### src/rtl/conv_pkg.sv
// Shared types and constants for the 3x3 convolution engine.
// CONV_ABS_EN (optional macro) makes conv_mac output the magnitude of negative results.
package conv_pkg;

  typedef enum logic [2:0] {
    IDLE,
    FETCH,
    DRAIN,
    WRITE,
    FIN
  } state_t;

  localparam int unsigned NUM_TAPS = 9;

  localparam logic BORDER_ZERO = 1'b0;
  localparam logic BORDER_REPL = 1'b1;

  // Neighbour offsets per tap, row-major with (-1,-1) first
  localparam logic signed [1:0] TAP_DX [NUM_TAPS] = '{
    -2'sd1, 2'sd0, 2'sd1,
    -2'sd1, 2'sd0, 2'sd1,
    -2'sd1, 2'sd0, 2'sd1
  };
  localparam logic signed [1:0] TAP_DY [NUM_TAPS] = '{
    -2'sd1, -2'sd1, -2'sd1,
     2'sd0,  2'sd0,  2'sd0,
     2'sd1,  2'sd1,  2'sd1
  };

  // Nine signed products never overflow this width
  function automatic int unsigned acc_width(input int unsigned pix_w, input int unsigned coef_w);
    return pix_w + coef_w + 5;
  endfunction

endpackage

### src/rtl/conv_mac.sv
// Accumulate / shift / saturate datapath for one output pixel.
// With CONV_ABS_EN defined, negative shifted results are replaced by their magnitude.
module conv_mac
  import conv_pkg::*;
#(
  parameter int unsigned PIX_W   = 3,
  parameter int unsigned COEF_W  = 5,
  parameter int unsigned SHIFT_W = 3
) (
  input  logic                      clk,
  input  logic                      rst,
  input  logic                      i_clr,
  input  logic                      i_acc_en,
  input  logic                      i_vld,
  input  logic [PIX_W-1:0]          i_pix,
  input  logic signed [COEF_W-1:0]  i_coef,
  input  logic [SHIFT_W-1:0]        i_shift,
  output logic [PIX_W-1:0]          o_res_c
);

  localparam int unsigned ACC_W  = acc_width(PIX_W, COEF_W);
  localparam int unsigned PROD_W = PIX_W + COEF_W + 1;
  localparam logic signed [ACC_W-1:0] PIX_MAX = ACC_W'((1 << PIX_W) - 1);

  logic signed [PROD_W-1:0] w_a;
  logic signed [PROD_W-1:0] w_b;
  logic signed [PROD_W-1:0] w_prod;
  logic signed [ACC_W-1:0]  r_acc;
  logic signed [ACC_W-1:0]  w_sum;
  logic signed [ACC_W-1:0]  w_shr;
  logic signed [ACC_W-1:0]  w_mag;

  // Result is taken from the sum including the current tap, so it is ready in DRAIN
  always_comb begin
    w_a    = $signed(PROD_W'({1'b0, i_pix}));
    w_b    = PROD_W'(i_coef);
    w_prod = w_a * w_b;
    w_sum  = r_acc + (i_vld ? ACC_W'(w_prod) : '0);
    w_shr  = w_sum >>> i_shift;
`ifdef CONV_ABS_EN
    w_mag  = w_shr[ACC_W-1] ? -w_shr : w_shr;
`else
    w_mag  = w_shr;
`endif
    if (w_mag[ACC_W-1]) begin
      o_res_c = '0;
    end else if (w_mag > PIX_MAX) begin
      o_res_c = PIX_W'(PIX_MAX);
    end else begin
      o_res_c = PIX_W'(w_mag);
    end
  end

  always_ff @(posedge clk or posedge rst) begin
    if (rst) begin
      r_acc <= '0;
    end else if (i_clr) begin
      r_acc <= '0;
    end else if (i_acc_en) begin
      r_acc <= w_sum;
    end
  end

endmodule

### src/rtl/conv_engine.sv
// Frame-walking 3x3 convolution engine: fetch 9 taps, accumulate, write one pixel per 11 cycles.
// Optional macro CONV_ABS_EN (in conv_mac) takes the magnitude of negative results.
module conv_engine
  import conv_pkg::*;
#(
  parameter int unsigned IMG_W   = 160,
  parameter int unsigned IMG_H   = 120,
  parameter int unsigned PIX_W   = 3,
  parameter int unsigned COEF_W  = 5,
  parameter int unsigned SHIFT_W = 3,
  parameter int unsigned X_W     = $clog2(IMG_W),
  parameter int unsigned Y_W     = $clog2(IMG_H)
) (
  input  logic                      clk,
  input  logic                      rst,
  input  logic                      start,
  input  logic                      border_mode,
  input  logic [SHIFT_W-1:0]        shift,
  output logic                      busy,
  output logic                      done,
  output logic [X_W-1:0]            src_x,
  output logic [Y_W-1:0]            src_y,
  input  logic [PIX_W-1:0]          src_din,
  output logic [3:0]                ker_addr,
  input  logic signed [COEF_W-1:0]  ker_din,
  output logic                      we,
  output logic [X_W-1:0]            dst_x,
  output logic [Y_W-1:0]            dst_y,
  output logic [PIX_W-1:0]          dst_dout
);

  localparam int unsigned CX_W = X_W + 2;
  localparam int unsigned CY_W = Y_W + 2;
  localparam logic [3:0]  LAST_TAP = 4'(NUM_TAPS - 1);

  state_t                 r_state;
  state_t                 w_state_nx;
  logic [3:0]             r_tap;
  logic [3:0]             w_tap_nx;
  logic [X_W-1:0]         r_x;
  logic [X_W-1:0]         w_x_nx;
  logic [Y_W-1:0]         r_y;
  logic [Y_W-1:0]         w_y_nx;
  logic                   r_border;
  logic [SHIFT_W-1:0]     r_shift;
  logic                   r_vld;
  logic                   r_vld_d;
  logic                   w_issue;
  logic                   w_clr;
  logic                   w_acc_en;
  logic                   w_cap;
  logic                   w_last;
  logic                   w_tap_en;
  logic signed [CX_W-1:0] w_cx;
  logic signed [CY_W-1:0] w_cy;
  logic [X_W-1:0]         w_sx;
  logic [Y_W-1:0]         w_sy;
  logic                   w_in_rng;
  logic [PIX_W-1:0]       w_res_c;

  // Next-state and control
  always_comb begin
    w_state_nx = r_state;
    w_tap_nx   = r_tap;
    w_x_nx     = r_x;
    w_y_nx     = r_y;
    w_issue    = 1'b0;
    w_clr      = 1'b0;
    w_acc_en   = 1'b0;
    w_cap      = 1'b0;
    w_last     = (r_x == X_W'(IMG_W - 1)) && (r_y == Y_W'(IMG_H - 1));
    case (r_state)
      IDLE: begin
        if (start) begin
          w_state_nx = FETCH;
          w_tap_nx   = '0;
          w_x_nx     = '0;
          w_y_nx     = '0;
          w_issue    = 1'b1;
        end
      end
      FETCH: begin
        w_clr    = (r_tap == '0);
        w_acc_en = (r_tap != '0);
        if (r_tap == LAST_TAP) begin
          w_state_nx = DRAIN;
        end else begin
          w_tap_nx = r_tap + 4'd1;
          w_issue  = 1'b1;
        end
      end
      DRAIN: begin
        w_acc_en   = 1'b1;
        w_cap      = 1'b1;
        w_state_nx = WRITE;
      end
      WRITE: begin
        if (w_last) begin
          w_state_nx = FIN;
        end else begin
          w_state_nx = FETCH;
          w_tap_nx   = '0;
          w_issue    = 1'b1;
          if (r_x == X_W'(IMG_W - 1)) begin
            w_x_nx = '0;
            w_y_nx = r_y + Y_W'(1);
          end else begin
            w_x_nx = r_x + X_W'(1);
          end
        end
      end
      FIN:     w_state_nx = IDLE;
      default: w_state_nx = IDLE;
    endcase
  end

  // Clamp the neighbour coordinate; remember whether it was really inside the frame
  always_comb begin
    w_cx     = $signed({2'b00, w_x_nx}) + CX_W'(TAP_DX[w_tap_nx]);
    w_cy     = $signed({2'b00, w_y_nx}) + CY_W'(TAP_DY[w_tap_nx]);
    w_sx     = X_W'(w_cx);
    w_sy     = Y_W'(w_cy);
    w_in_rng = 1'b1;
    if (w_cx[CX_W-1]) begin
      w_sx     = '0;
      w_in_rng = 1'b0;
    end else if (w_cx > $signed(CX_W'(IMG_W - 1))) begin
      w_sx     = X_W'(IMG_W - 1);
      w_in_rng = 1'b0;
    end
    if (w_cy[CY_W-1]) begin
      w_sy     = '0;
      w_in_rng = 1'b0;
    end else if (w_cy > $signed(CY_W'(IMG_H - 1))) begin
      w_sy     = Y_W'(IMG_H - 1);
      w_in_rng = 1'b0;
    end
  end

  assign w_tap_en = r_vld_d | (r_border == BORDER_REPL);

  always_ff @(posedge clk or posedge rst) begin
    if (rst) begin
      r_state  <= IDLE;
      r_tap    <= '0;
      r_x      <= '0;
      r_y      <= '0;
      r_border <= BORDER_ZERO;
      r_shift  <= '0;
      r_vld    <= 1'b0;
      r_vld_d  <= 1'b0;
      busy     <= 1'b0;
      done     <= 1'b0;
      we       <= 1'b0;
      src_x    <= '0;
      src_y    <= '0;
      ker_addr <= '0;
      dst_x    <= '0;
      dst_y    <= '0;
      dst_dout <= '0;
    end else begin
      r_state <= w_state_nx;
      r_tap   <= w_tap_nx;
      r_x     <= w_x_nx;
      r_y     <= w_y_nx;
      r_vld_d <= r_vld;
      busy    <= (w_state_nx == FETCH) || (w_state_nx == DRAIN) || (w_state_nx == WRITE);
      done    <= (w_state_nx == FIN);
      we      <= (w_state_nx == WRITE);
      if ((r_state == IDLE) && start) begin
        r_border <= border_mode;
        r_shift  <= shift;
      end
      if (w_issue) begin
        src_x    <= w_sx;
        src_y    <= w_sy;
        ker_addr <= w_tap_nx;
        r_vld    <= w_in_rng;
      end
      if (w_cap) begin
        dst_x    <= r_x;
        dst_y    <= r_y;
        dst_dout <= w_res_c;
      end
    end
  end

  conv_mac #(
    .PIX_W   (PIX_W),
    .COEF_W  (COEF_W),
    .SHIFT_W (SHIFT_W)
  ) u_mac (
    .clk      (clk),
    .rst      (rst),
    .i_clr    (w_clr),
    .i_acc_en (w_acc_en),
    .i_vld    (w_tap_en),
    .i_pix    (src_din),
    .i_coef   (ker_din),
    .i_shift  (r_shift),
    .o_res_c  (w_res_c)
  );

endmodule

### config.mk
export PLATFORM = sky130hd
export DESIGN_NAME = conv_engine
export DESIGN_NICKNAME = d
export VERILOG_FILES = /design/src/rtl/conv_pkg.sv /design/src/rtl/conv_mac.sv /design/src/rtl/conv_engine.sv
export SDC_FILE = /design/constraint.sdc
export NUM_CORES = 1
export LEC_CHECK = 0
export ABC_AREA = 1
export BUFFER_PORTS_ARGS = -buffer_cell sky130_fd_sc_hd__buf_2
export CORE_MARGIN = 2
export CORE_UTILIZATION = 35
export CTS_CLUSTER_DIAMETER = 60
export DETAILED_ROUTE_END_ITERATION = 16
export PLACE_DENSITY = 0.53
export SLEW_MARGIN = 20
export SYNTH_ARGS = -nofsm -noshare
export SYNTH_HDL_FRONTEND = slang
export SYNTH_HIERARCHICAL = 1
export SYNTH_SLANG_ARGS = --single-unit
### constraint.sdc
create_clock -name clk -period 7.11 [get_ports clk]
set_input_delay 1.422 -clock clk [delete_from_list [all_inputs] [get_ports clk]]
set_output_delay 1.422 -clock clk [all_outputs]
set_load 0.005 [all_outputs]
; ---- Yosys cells after proc, flatten, opt, wreduce, memory -nomap -nowiden
; Memory sizes are Yosys's and may differ from the RTL's.
; Cells that the tools add are included.
[op_classes]
addsub = 6
reduce_logical = 8
multipliers = 1
n_eq_ne = 10
n_lt_le_gt_ge = 4
bitwise_logic = 2
muxes = 40
shift = 1
[op_table]
columns = op, count
row1 = $mux 8, 5
row2 = $mux 13, 3
row3 = $mux 7, 5
row4 = $pmux 8 s2, 1
row5 = $mux 3, 5
row6 = $pmux 7 s2, 1
row7 = $add 13x13->13, 1
row8 = $gt 13x4->1 const B, 1
row9 = $sshr 13x3->13, 1
row10 = $eq 3x2->1 const B, 4
row11 = $mux 4, 3
row12 = $pmux 3 s4, 1
row13 = $pmux 4 s3, 1
row14 = $add 9x2->10, 1
row15 = $gt 10x9->1 const B, 1
row16 = $add 8x2->9, 1
row17 = $gt 9x8->1 const B, 1
row18 = $mul 4x5->9, 1
row19 = $mux 1, 9
row20 = $add 8x1->8 const B, 1
row21 = $eq 8x8->1 const B, 1
row22 = $mux 2, 4
row23 = $add 7x1->7 const B, 1
row24 = $eq 7x7->1 const B, 1
row25 = 15 further kinds, 18
[word_totals]
wordCells = 92
mem_bits_ro = 64
input_bits = 15
regBits = 81
memories = 2
[memory_table]
columns = memory, words, width, rd, rd_clocked_by_memory_dff, wr, line
row1 = (no name shown), 16, 2, 1, 0, 0, conv_engine.sv:120  ; w_cy = $signed({2'b00, w_y_nx}) + CY_W'(TAP_DY[w_tap_nx]);
row2 = (no name shown), 16, 2, 1, 0, 0, conv_engine.sv:119  ; w_cx = $signed({2'b00, w_x_nx}) + CX_W'(TAP_DX[w_tap_nx]);

; ---- Longest topological paths before layout
[depth]
ltp_word = 14
ltp_mapped = 34

; ---- Cells and area by module
; The synthesis kept the hierarchy.
[modules_own_cells]
columns = module, cells_per_inst, n_inst, area_each_um2, seq_area_each_um2
row1 = conv_engine, 475, 1, 3993.8, 1701.6
row2 = conv_mac, 383, 1, 2332.2, 325.3

; ---- Worst setup path after synthesis
; No wires, ideal clock.
[synth_path]
path_kind = input-to-reg
start = input port src_din[1]
end = register dst_dout[0]
stages = 31
slack_ns = 2.061
setup_ns = 0.117
required_ns = 6.993
arrival_time_ns = 4.932
cell_sequence = nand2_1 -> inv_1 -> ha_1 -> inv_1 -> fa_1 -> inv_1 -> ha_1 -> a21oi_1 -> inv_1 -> a31oi_1 -> nor2_1 -> nor2_1 -> nor2_1 -> nor2_1 -> xor2_1 -> nor2_1 -> ha_1 -> nand2_2 -> inv_1 -> a21oi_2 -> nand3b_1 -> nand2_2 -> nand2_1 -> nand3_1 -> nand4_2 -> nor2_4 -> nand4_1 -> nand2_1 -> inv_1 -> nand2_1 -> nand2_1
[synth_between]
elab_chain_cells = 7
[synth_rtl]
columns = element, line
row1 = start: declaration, conv_engine.sv:23  ; input logic [PIX_W-1:0] src_din,
row2 = $mul 4x5->9 *, conv_mac.sv:37  ; w_prod = w_a * w_b;
row3 = $mux 13 *, conv_mac.sv:38  ; w_sum = r_acc + (i_vld ? ACC_W'(w_prod) : '0);
row4 = $add 13x13->13 *, conv_mac.sv:38
row5 = $sshr 13x3->13 *, conv_mac.sv:39  ; w_shr = w_sum >>> i_shift;
row6 = $gt 13x4->1, conv_mac.sv:47  ; end else if (w_mag > PIX_MAX) begin
row7 = $mux 3, conv_mac.sv:47
row8 = $mux 3 *, conv_mac.sv:45  ; if (w_mag[ACC_W-1]) begin
row9 = net w_res_c[0], conv_engine.sv:59  ; logic [PIX_W-1:0] w_res_c;
row10 = end signal: assignment, conv_engine.sv:183  ; dst_dout <= w_res_c;
row11 = end: declaration, conv_engine.sv:29  ; output logic [PIX_W-1:0] dst_dout
; The timed path passes the listed nets; every way through them passes the cells marked *.
; A chain may end at the register's enable or synchronous reset.

; ---- Worst setup path after layout
[layout_path]
start = input port src_din[1]
end = register dst_dout[2]
; Same word-level chain as after synthesis.

==> impl_metrics.yaml <==
critical_path:
  path_common_cell: "nand2_1"
  regToRegSetupSlack_ns: 3.02
  crit_path_max_fanout: 5
  cp-start-kind: "input pin"
  r2r_start: "r_state[2]$_DFF_PP0_"
  crit_type: "input pin to flop"
  crit_buf_inv: 7
  cp_slowest_cell: "fa_1"
  reg2reg_to: "src_x[1]$_DFFE_PP0P_"
  rr_worst_depth: 23
  max_stage_delay_ns: 0.49
  worstPathArrival_ns: 5.45
  crit_required_ns: 7.33
  endpoint_kind: "flop"
  crit_family: "simple AND/OR/NAND/NOR gates"
clocking:
  cts_buffers: 9
  h-tree-depth: 3
  root_buffer: "clkbuf_16"
  clock-sinks: 81
  cts_resized: 0
  clk_pin_slew_ns: 0.06
  ctsHoldBuffers: 0
  clk_path_buf_depth: 2
  tritoncts: "built"
  clk-insertion-delay-late_ns: 0.34
  postCtsSetupBuffers: 0
outcome:
  status: "finished clean"
timing:
  relSlewSlack: 0.399
  fin_crit_ns: 5.23
  worst_pin_slew_ns: 0.896
  final_max_slew_viol_count: 0
  setup_viol: 0
  rsz0062_at_grt: "no"
  setup_tns_ns: 0
  period_share: 0.735
  finalHoldViolCount: 0
  layout_setup_ws_ns: 1.88
  finClkSkew_ns: 0.00871
  max_freq_ghz: 0.191
power_and_ir_drop:
  vdd_drop_max_mv: 0.138
  cellLeakagePower_nw: 3.93
  p_per_area_nw_per_um2: 250
  power_mw: 1.77
synth:
  yosys.area_share.simple: 0.331
  synth-xor-area-share: 0.0261
  synth_flop_cell: "dfrtp_1"
  synth_top_family_by_area: "simple AND/OR/NAND/NOR gates"
  synth_area_um2: 6330
  ys_warn_count: 6
  synth-edff-count: 0
  synth_top_area_share: 0.320
  synth_seq_cells: 81
  yosysSeqAreaShare: 0.320
  netlist_instances: 858
  netlist_top_cells_count: "233 x nand2_1, 134 x inv_1, 81 x dfrtp_1, 79 x nand3_1, 50 x ha_1"
  yosysTopAreaCell: "dfrtp_1"
  avgSynthCellArea_um2: 7.37
  yosys-mux-area-fraction: 0.00712
  netlist_top_cells_area: "dfrtp_1 32%, nand2_1 14%, ha_1 9.9%"
  async_flop_share: 1.00
  synth_fa_ha_area_frac: 0.124
  synth_compound_area_frac: 0.0961
  yosys.cell_count.top_type: "nand2_1"
  syn_nets: 931
  ys_types: 45
worst_hold_path:
  worst_hold_path_type: "flop to flop"
  hold_depth: 0
  whs_endpoint: "r_vld_d$_DFF_PP0_"
  min_from: "r_vld$_DFFE_PP0P_"
cells_and_area:
  final_area_um2: 7090
  syn_to_final_growth_pct: 12.0
  drive_above_1_share: 0.149
  layout.nets: 985
  antennaDiodeCount: 0
  fin_util: 0.397
drt:
  vias: 5342
  drc_errors: 0
  first_pass_iters: 5
  routed_via_density: 4.67
  routed_wirelength_um: 15000
  wl_per_cell_um: 13.1
  postRouteAntennaNets: 0
  dr.first_iter.drc_count: 354
floorplanning:
  core_um2: 17800
  die_w_um: 138
  floorplan.die_area_um2: 19200
  fp-row-count: 49
  die_h_um: 138
  start_util: 0.355
  ioPinCount: 55
placement:
  portBuffers: 54
  gp_congestion: 0.839
  place_ws_ns: 1.52
  dp_hpwl_um: 11800
  placed_cell_area_um2: 6830
global_routing:
  grt_max_degree: 69
  gr-total-overflow: 0
  grt_antenna_before_repair: 0
  grt_pass1_wl_um: 25500
  grt_usage: 0.163
  grt_pass1_vias: 5134
run:
  cap_violations: 0
## metal layers
layer | wire, µm | GRT usage
met5 | 0 | 0
met3 | 545 | 0.0287
met4 | 229 | 0.0467
met2 | 6310 | 0.246
met1 | 7890 | 0.240
## cell families after synthesis
family          after synthesis
compound gates              109
xor+xnor                     18
fa+ha+maj                    58
buf+inv                     156
flops                        81
mux                           4
simple gates                432
## registers in the layout (all words and copies together), names as in the netlist
signal / flops
busy: 1
done: 1
dst_dout: 3
dst_x: 8
dst_y: 7
ker_addr: 4
r_border: 1
r_shift: 3
r_state: 3
r_tap: 4
r_vld: 1
r_vld_d: 1
r_x: 8
r_y: 7
src_x: 8
src_y: 7
u_mac/r_acc: 13
we: 1
## layout by cell type (no fill, tap or decap), types with 6 or more instances in the layout
master,Yosys,routed
dfrtp_1,81,81
nor2_1,39,39
fa_1,8,8
nand4_1,16,16
nand2_2,14,14
o21bai_1,6,6
clkbuf_16,0,9
nor2_2,7,7
inv_2,8,9
inv_1,134,133
nand2_4,8,8
o21ai_0,48,48
nand3_2,10,10
xor2_1,14,14
nand2_1,233,233
buf_2,4,54
nand3b_1,6,6
ha_1,50,50
o22ai_1,6,6
nand3_1,79,79
a21oi_1,28,28
## cell type report
class                   count  area (µm²)
clock buffers              10         239
clock inverters             3        20.0
fillers                  1836       10800
inverters                 144         541
multi-input cells         621        3700
flip-flops and latches     81        2030
well taps                 229         287
repair buffers             55         278
## through the flow
| step | hold slack (ns) | cells |
|---|---|---|
| floorplan | 0.354 | 858 |
| global placement | 0.367 | 1130 |
| detailed placement | 0.378 | 1130 |
| CTS | 0.393 | 1143 |
| global route | 0.410 | 1143 |
| finish | 0.385 | 1143 |
## power by group
group	leakage (nW)	total [mW]	internal, mW	switching (mW)
Combinational	2.87	0.817	0.277	0.540
Sequential	0.941	0.535	0.508	0.0269
Clock	0.122	0.417	0.239	0.178
## worst max path at each step
| stage | start | to | depth (start not counted) |
|---|---|---|---|
| 3_5_place_dp | src_din[1] | dst_dout[2]$_DFFE_PP0P_ | 33 |
| 6_report | src_din[1] | dst_dout[2]$_DFFE_PP0P_ | 33 |
| 3_3_place_gp | src_din[1] | dst_dout[2]$_DFFE_PP0P_ | 32 |
| 4_1_cts | src_din[1] | dst_dout[2]$_DFFE_PP0P_ | 33 |
| 5_1_grt | src_din[1] | dst_dout[1]$_DFFE_PP0P_ | 33 |
| 2_1_floorplan | src_din[1] | dst_dout[0]$_DFFE_PP0P_ | 31 |
(Power assumes the default switching activity.)
